<file path="config.mk">
export PLATFORM = sky130hd
export DESIGN_NAME = mem_wb_skid_stage
export DESIGN_NICKNAME = d
export VERILOG_FILES = /design/src/rtl/mem_wb_skid_stage.sv
export SDC_FILE = /design/constraint.sdc
export NUM_CORES = 1
export LEC_CHECK = 0
export CAP_MARGIN = 25
export CORE_UTILIZATION = 52
export CTS_BUF_LIST = sky130_fd_sc_hd__clkbuf_4 sky130_fd_sc_hd__clkbuf_8
export CTS_CLUSTER_SIZE = 24
export DETAILED_ROUTE_END_ITERATION = 8
export GPL_TIMING_DRIVEN = 0
export PLACE_DENSITY = 0.83
export SYNTH_ARGS = -nofsm -noshare
export SYNTH_HDL_FRONTEND = slang
export SYNTH_SLANG_ARGS = --single-unit
</file>
<file path="constraint.sdc">
create_clock -name clock -period 2.47 [get_ports clock]
set_input_delay 0.3705 -clock clock [delete_from_list [all_inputs] [get_ports clock]]
set_output_delay 0.3705 -clock clock [all_outputs]
set_load 0.01 [all_outputs]
</file>
<file path="src/rtl/mem_wb_skid_stage.sv">
// MEM/WB pipeline register with valid/ready handshake, 2-entry skid buffer, flush and bubble gating.
// Optional stall/bubble performance counters are enabled by defining MEM_WB_PERF_CNT_EN.
module mem_wb_skid_stage #(
  parameter int unsigned DATA_W         = 32,
  parameter int unsigned REG_ADDR_W     = 5,
  parameter bit          ZERO_REG_GUARD = 1'b1,
  parameter int unsigned CNT_W          = 16
) (
  input  logic                  clock,
  input  logic                  reset,
  input  logic                  flush,
  input  logic                  in_valid,
  output logic                  in_ready,
  input  logic                  in_reg_write,
  input  logic                  in_mem_to_reg,
  input  logic [DATA_W-1:0]     in_alu_out,
  input  logic [REG_ADDR_W-1:0] in_write_reg,
  input  logic [DATA_W-1:0]     in_read_data,
  output logic                  out_valid,
  input  logic                  out_ready,
  output logic                  out_reg_write,
  output logic                  out_mem_to_reg,
  output logic [DATA_W-1:0]     out_alu_out,
  output logic [REG_ADDR_W-1:0] out_write_reg,
  output logic [DATA_W-1:0]     out_read_data
`ifdef MEM_WB_PERF_CNT_EN
  ,
  output logic [CNT_W-1:0]      stall_cnt,
  output logic [CNT_W-1:0]      bubble_cnt
`endif
);

  typedef struct packed {
    logic                  reg_write;
    logic                  mem_to_reg;
    logic [DATA_W-1:0]     alu_out;
    logic [REG_ADDR_W-1:0] write_reg;
    logic [DATA_W-1:0]     read_data;
  } entry_t;

  // StSkid always implies the main register is also valid.
  typedef enum logic [1:0] {
    StEmpty = 2'd0,
    StFull  = 2'd1,
    StSkid  = 2'd2
  } state_e;

  if (CNT_W == 0) begin : g_cnt_w_check
    $error("CNT_W must be nonzero");
  end

  state_e state_q, state_d;
  entry_t main_q, skid_q;
  entry_t in_entry;

  logic accept;
  logic take;
  logic main_load;
  logic main_from_skid;
  logic skid_load;

  always_comb begin
    in_entry            = '0;
    in_entry.reg_write  = in_reg_write & ~(ZERO_REG_GUARD & (in_write_reg == '0));
    in_entry.mem_to_reg = in_mem_to_reg;
    in_entry.alu_out    = in_alu_out;
    in_entry.write_reg  = in_write_reg;
    in_entry.read_data  = in_read_data;
  end

  // in_ready depends only on stored state, so there is no ready path through the stage.
  assign in_ready  = (state_q != StSkid);
  assign out_valid = (state_q != StEmpty);
  assign accept    = in_valid & in_ready;
  assign take      = out_valid & out_ready;

  always_comb begin
    state_d        = state_q;
    main_load      = 1'b0;
    main_from_skid = 1'b0;
    skid_load      = 1'b0;
    if (flush) begin
      state_d = StEmpty;
    end else begin
      unique case (state_q)
        StEmpty: begin
          if (accept) begin
            state_d   = StFull;
            main_load = 1'b1;
          end
        end
        StFull: begin
          if (accept && take) begin
            main_load = 1'b1;
          end else if (accept) begin
            state_d   = StSkid;
            skid_load = 1'b1;
          end else if (take) begin
            state_d = StEmpty;
          end
        end
        StSkid: begin
          if (take) begin
            state_d        = StFull;
            main_from_skid = 1'b1;
          end
        end
        default: state_d = StEmpty;
      endcase
    end
  end

  always_ff @(posedge clock or negedge reset) begin
    if (!reset) begin
      state_q <= StEmpty;
    end else begin
      state_q <= state_d;
    end
  end

  always_ff @(posedge clock or negedge reset) begin
    if (!reset) begin
      main_q <= '0;
      skid_q <= '0;
    end else begin
      if (main_load) begin
        main_q <= in_entry;
      end else if (main_from_skid) begin
        main_q <= skid_q;
      end
      if (skid_load) begin
        skid_q <= in_entry;
      end
    end
  end

  // Stale data may sit in main_q after a flush; the valid gate keeps it from writing.
  assign out_reg_write  = out_valid & main_q.reg_write;
  assign out_mem_to_reg = main_q.mem_to_reg;
  assign out_alu_out    = main_q.alu_out;
  assign out_write_reg  = main_q.write_reg;
  assign out_read_data  = main_q.read_data;

`ifdef MEM_WB_PERF_CNT_EN
  logic stall_inc;
  logic bubble_inc;

  assign stall_inc  = out_valid & ~out_ready & ~(&stall_cnt);
  assign bubble_inc = ~out_valid & ~(&bubble_cnt);

  // Counters saturate and survive flush; only reset clears them.
  always_ff @(posedge clock or negedge reset) begin
    if (!reset) begin
      stall_cnt  <= '0;
      bubble_cnt <= '0;
    end else begin
      if (stall_inc) begin
        stall_cnt <= stall_cnt + 1'b1;
      end
      if (bubble_inc) begin
        bubble_cnt <= bubble_cnt + 1'b1;
      end
    end
  end
`endif

endmodule

</file>
==> metrics.txt, run 1 <==
largest reg by FF count skid_q; Crit Path Class reg -> out; I/O pins 149; syn_area_per_cell 13.3 sq um; routed wire length 14400 um; startpoint type of the worst setup path register; Clk pin slew, worst setup/hold paths 0.07 ns; clock root cell clkbuf_8; max FFs per register 71; Main synth FF type dfrtp_1; WP data arrival 1.89 ns; syn_nets 557; max-cap viol count 0; Worst setup startpoint state_q[0]; DP Worst Slack -0.00764 ns; routed len/inst 17.8 um; Die H 113 um; Final Slew Violations 0; Fin. Hold Viols 0; 1st-iter DRT viols 308; GP Congestion 0.751; critical-path cell list or2_2, and2_1, clkdlybuf4s50_1; DP Wirelength 9970 um; Final period util 91.4%; drt first pass iters 4; flops & latches, synth 144; Clock Sinks 144; Initial Util 53.4%; CP max-delay cell clkdlybuf4s50_1; post-synthesis sequential area ratio 56.2%; Placeable Area 12000 sq um; R2R Path Start state_q[0]; Hold Slack 0.486 ns; Leak 3.84 nW; routed vias 4356; antenna violations before repair 0; I/O Buffers 148; Critical Path RT 2.10 ns; Final Net Count 726; Diodes inserted 0; CTS resizes 0; class of the worst hold path in -> async; Ys Warns 0; largest net degree at the start of global routing 74; cts bufs inserted 17; final setup fails 0; gr usage total 24.2%; maximum VDD drop 0.494 mV; RSZ-0062 raised after global routing false; Max-Slew Margin vs Limit 55.9%; area grow syn2layout 33.1%; row cnt 40; crit-path max FO 8; Post-Syn Instances 481; post-DR vias/cell 5.38; Syn Std Cell Area 6410 sq um; Max clock buf depth 2; Yosys cell types 28; Detail Route Antenna Nets 0; fin worst setup slack 0.214 ns; Clock Latency Late Sink 0.45 ns; share of layout cells above drive strength 1 29.6%; skew final 0.00768 ns; number of synthesized flops with an enable pin 0; worst slew pin tran 0.659 ns; TritonCTS clock tree done; die area 12800 sq um; fmax 443 MHz; residual DRC count 0; first-pass GRT wire length 23600 um; vias in the first global route 4653; CP Capture Type output pin; ys async rst share 100%; fin util 71.0%; Die X 113 um; PwrDens 794 nW/um^2; status completed; Critical Path Max Stage Delay 0.47 ns; gr ovfl total 0; Final min period 2.26 ns; # H-tree levels 4
## layout make-up
class / count / area, sq um
Clock inverter: 5 / 75.1
Fill cell: 856 / 3480
Multi-Input combinational cell: 234 / 2110
Sequential cell: 144 / 3600
Buffer: 98 / 673
Inverter: 5 / 18.8
Tap cell: 147 / 184
Timing Repair Buffer: 150 / 1520
Clock buffer: 27 / 340
## path summary, 6_finish.rpt
kind	end	slack [ns]	cells past startpoint
min reg2reg	skid_q[7]	0.50	1
min in group clock	skid_q[7]	0.50	1
max reg2reg	out_read_data[29]	0.44	4
min	out_read_data[27]	0.49	2
max in group asynchronous	out_alu_out[15]	1.21	3
max	out_reg_write	0.21	3
## kinds of logic (layout without fill, tap and decap cells)
logic type,Yosys count,in the layout,synth area share [%]
AOI/OAI and AO/OA,73,73,11.1
and+or+nand+nor,82,82,8.10
buffers and inverters,103,285,10.8
DFF,144,144,56.2
muxes,79,79,13.8
## placed cells by master, fill, tap and decap left out, types with 2 or more instances in the layout
master           Yosys  layout
clkdlybuf4s50_1      0     147
dfrtp_1            144     144
mux2_2              73      73
buf_4               70      70
a221o_1             65      65
and2_1              53      53
clkbuf_8             0      22
clkbuf_1            14      14
and2_0              13      13
buf_2               10      10
buf_6                4       5
inv_1                5       5
clkbuf_4             0       5
nand2b_1             3       3
nor2b_1              3       3
mux2_1               3       3
nand2_1              3       3
mux2i_1              3       3
clkinv_2             0       3
a221oi_1             2       2
a21oi_1              2       2
bufinv_16            0       2
## stage by stage
stage / TNS (ns) / cells / total power [mW] / area (sq um)
after floorplan: 0 / 481 / 4.08 / 6410
after global placement: -646.09 / 776 / 4.79 / 8080
after detailed placement: -0.00764 / 777 / 4.89 / 8100
after CTS: 0 / 810 / 6.84 / 8530
after global routing: 0 / 810 / 7.11 / 8530
final: 0 / 810 / 6.77 / 8530
## per-layer routing
| layer | vias to the layer above | global-route usage, % | wire length, um |
|---|---|---|---|
| li1 | 2002 | - | - |
| met1 | 2194 | 30.7 | 6100 |
| met2 | 139 | 39.3 | 7110 |
| met3 | 21 | 7.39 | 965 |
| met4 | 0 | 9.12 | 225 |
| met5 | - | 0 | 0 |
## power breakdown
group	switching, mW	internal (mW)
combinational	0.546	1.12
clock	0.843	1.08
sequential	0.280	2.90
total	1.67	5.10
## timing repair
| item | in CTS | in global routing |
|---|---|---|
| setup buffers | 0 | 0 |
| endpoints found under the hold margin | 71 | 0 |
| hold buffers | 1 | 0 |
## cell usage after synthesis (2+ instances only)
| library cell | n | area share (%) |
|---|---|---|
| mux2_2 | 73 | 13 |
| nor2b_1 | 3 | 0.29 |
| inv_1 | 5 | 0.29 |
| clkbuf_1 | 14 | 0.82 |
| buf_2 | 10 | 0.78 |
| and2_0 | 13 | 1.3 |
| a21oi_1 | 2 | 0.16 |
| a221oi_1 | 2 | 0.27 |
| nand2_1 | 3 | 0.18 |
| buf_6 | 4 | 0.70 |
| a221o_1 | 65 | 10 |
| nand2b_1 | 3 | 0.29 |
| dfrtp_1 | 144 | 56 |
| mux2i_1 | 3 | 0.47 |
| and2_1 | 53 | 5.2 |
| buf_4 | 70 | 8.2 |
| mux2_1 | 3 | 0.53 |
## worst max-delay path: cells and delay by family, from the launching register on
| kind | cells | cell delay (ns) |
|---|---|---|
| buf+inv | 1 | 0.47 |
| flops | 1 | 0.45 |
| simple gates | 2 | 0.51 |
No activity file was read; power rests on OpenSTA's default activity.
==> run 2, diff against run 1 <==
Settings changed: CTS_CLUSTER_SIZE 24 to default.
==> results of run 2 <==
Same layout as run 1: the final DEF is identical, and so are final timing and power.
==> run 3, diff against run 2 <==
Settings changed: CORE_MARGIN from default to 10.
==> metrics.txt, run 3 (synthesized netlist as in run 1, its figures left out) <==
routed len/inst 18.7 um (+5.3%); area grow syn2layout 33.6%; final setup fails 0 (unchanged); max FFs per register 71 (unchanged); Placeable Area 12100 sq um (+0.42%); WP data arrival 1.89 ns (about the same); I/O Buffers 148 (unchanged); Initial Util 53.1% (-0.22 points); Detail Route Antenna Nets 0 (unchanged); vias in the first global route 4773 (+2.6%); Clk pin slew, worst setup/hold paths 0.08 ns (about the same); Psw 1.70 mW (+2.0%); antenna violations before repair 0 (unchanged); sequential group share of total power 46.6% (-0.4 points); capturing point of the worst reg2reg path out_read_data[29]; DP Worst Slack -0.0862 ns (-0.0785 ns); Crit Path Class reg -> out; Hold Slack 0.464 ns (-0.0223 ns); # H-tree levels 4 (unchanged); Final period util 91.6% (+0.24 points); status completed; Diodes inserted 0 (unchanged); PnR Total Power 6.82 mW (+0.63%); 1st-iter DRT viols 327 (+6.2%); row cnt 40 (unchanged); Final min period 2.26 ns (+0.00602 ns); R2R Setup Slk 0.33 ns (-0.11 ns); crit-path max FO 8 (unchanged); Final Slew Violations 0 (unchanged); GP Congestion 0.795 (+5.8%); Pint 5.11 mW (+0.17%); residual DRC count 0 (unchanged); gr ovfl total 0 (unchanged); largest net degree at the start of global routing 81 (+9.5%); switching share of power 25.0% (+0.34 points); class of the worst hold path in -> async; most frequent cells in the layout 147 x clkdlybuf4s50_1, 144 x dfrtp_1, 73 x mux2_2, 70 x buf_4, 65 x a221o_1; routed vias 4438 (+1.9%); clock power share 28.8% (+0.3 points); fin worst setup slack 0.208 ns (-0.00602 ns); startpoint type of the worst setup path register; drt first pass iters 5 (+1); routed wire length 15600 um (+8.0%); maximum VDD drop 0.527 mV (+6.6%); TritonCTS clock tree done; cts bufs inserted 17 (unchanged); fmax 442 MHz (-0.27%); Critical Path RT 2.10 ns (about the same); Fin. Hold Viols 0 (unchanged); Die X 131 um (+16%); Clock Latency Late Sink 0.46 ns (about the same); CP Capture Type output pin; Final Net Count 726 (unchanged); commonest non-fill, non-tap cell in the layout clkdlybuf4s50_1; I/O pins 149 (unchanged); DP Wirelength 11200 um (+13%); gr usage total 18.5% (-5.7 points); CTS resizes 0 (unchanged); max-cap viol count 0 (unchanged); Logic pwr share 24.7% (about the same); Clock Sinks 144 (unchanged); die area 17200 sq um (+34%); RSZ-0062 raised after global routing false; post-DR vias/cell 5.34 (-0.69%); first-pass GRT wire length 24600 um (+4.2%); PwrDens 796 nW/um^2 (+0.22%); largest reg by FF count skid_q; Die H 131 um (+16%); Max clock buf depth 2 (unchanged); Leak 3.84 nW (-0.10%); Worst R2R Path Depth 4 (unchanged); fin util 71.0% (about the same); share of layout cells above drive strength 1 29.6% (unchanged); worst slew pin tran 0.755 ns (+0.0968 ns); clock root cell clkbuf_8; R2R Path Start state_q[0]; skew final 0.00568 ns (-0.00200 ns); Max-Slew Margin vs Limit 49.4% (-6.5 points)
==> run 3: cell types whose count changed in the layout (fill, tap and decap cells not counted) <==
cell        previous run  this run
clkbuf_4               5         0
clkbuf_8              22        21
clkinv_2               3         6
clkinvlp_4             0         2
bufinv_16              2         3
==> run 3: routing by layer <==
metal,track usage [%],up-vias,part of all wire (%)
li1,-,2008,-
met1,21.6,2260,41
met2,29.8,142,48
met3,7.37,28,9.1
met4,7.59,0,1.9
met5,0,-,0
==> run 3: area by class of cell <==
cell class / instances / area [sq um]
fill: 846 / 3500
multi-input combinational: 234 / 2110
buffer: 98 / 673
clock inverter: 11 / 135
timing repair buffer: 150 / 1520
sequential: 144 / 3600
clock buffer: 21 / 289
tap: 168 / 210
inverter: 5 / 18.8
==> run 3: power groups by stage <==
stage                     Combinational (mW)  Clock [mW]  Sequential (mW)
final                                   1.68        1.96             3.17
after global routing                    1.81        2.13             3.23
after CTS                               1.71        2.01             3.17
after detailed placement                1.70           0             3.21
after global placement                  1.65           0             3.17
after floorplan                        0.967           0             3.12
==> run 3: worst max-delay path by stage <==
stage	end	cells past startpoint	startpoint	slack, ns
after detailed placement	out_read_data[29]	5	out_ready	-0.09
after global placement	skid_q[55]	1	reset	-4.50
after global routing	out_reg_write	3	state_q[0]	0.12
after floorplan	out_write_reg[3]	5	state_q[0]	0.75
final	out_reg_write	3	state_q[0]	0.21
after CTS	out_reg_write	3	state_q[0]	0.18
==> run 3: critical path, cell delays in order, from the launching register on <==
cell and delay [ns]:
dfrtp_1 0.45, or2_2 0.34, and2_1 0.17, clkdlybuf4s50_1 0.48
==> run 3: timing repair <==
item,in CTS,in global routing
buffers inserted,0,0
hold endpoints to repair,64,0
hold buffers,1,0
==> run 3: stage by stage <==
stage | std cells | setup TNS, ns | area (sq um)
after floorplan | 481 | 0 | 6410
after global placement | 797 | -647.11 | 8100
after detailed placement | 798 | -0.543 | 8130
after CTS | 831 | 0 | 8560
after global routing | 831 | 0 | 8560
final | 831 | 0 | 8560
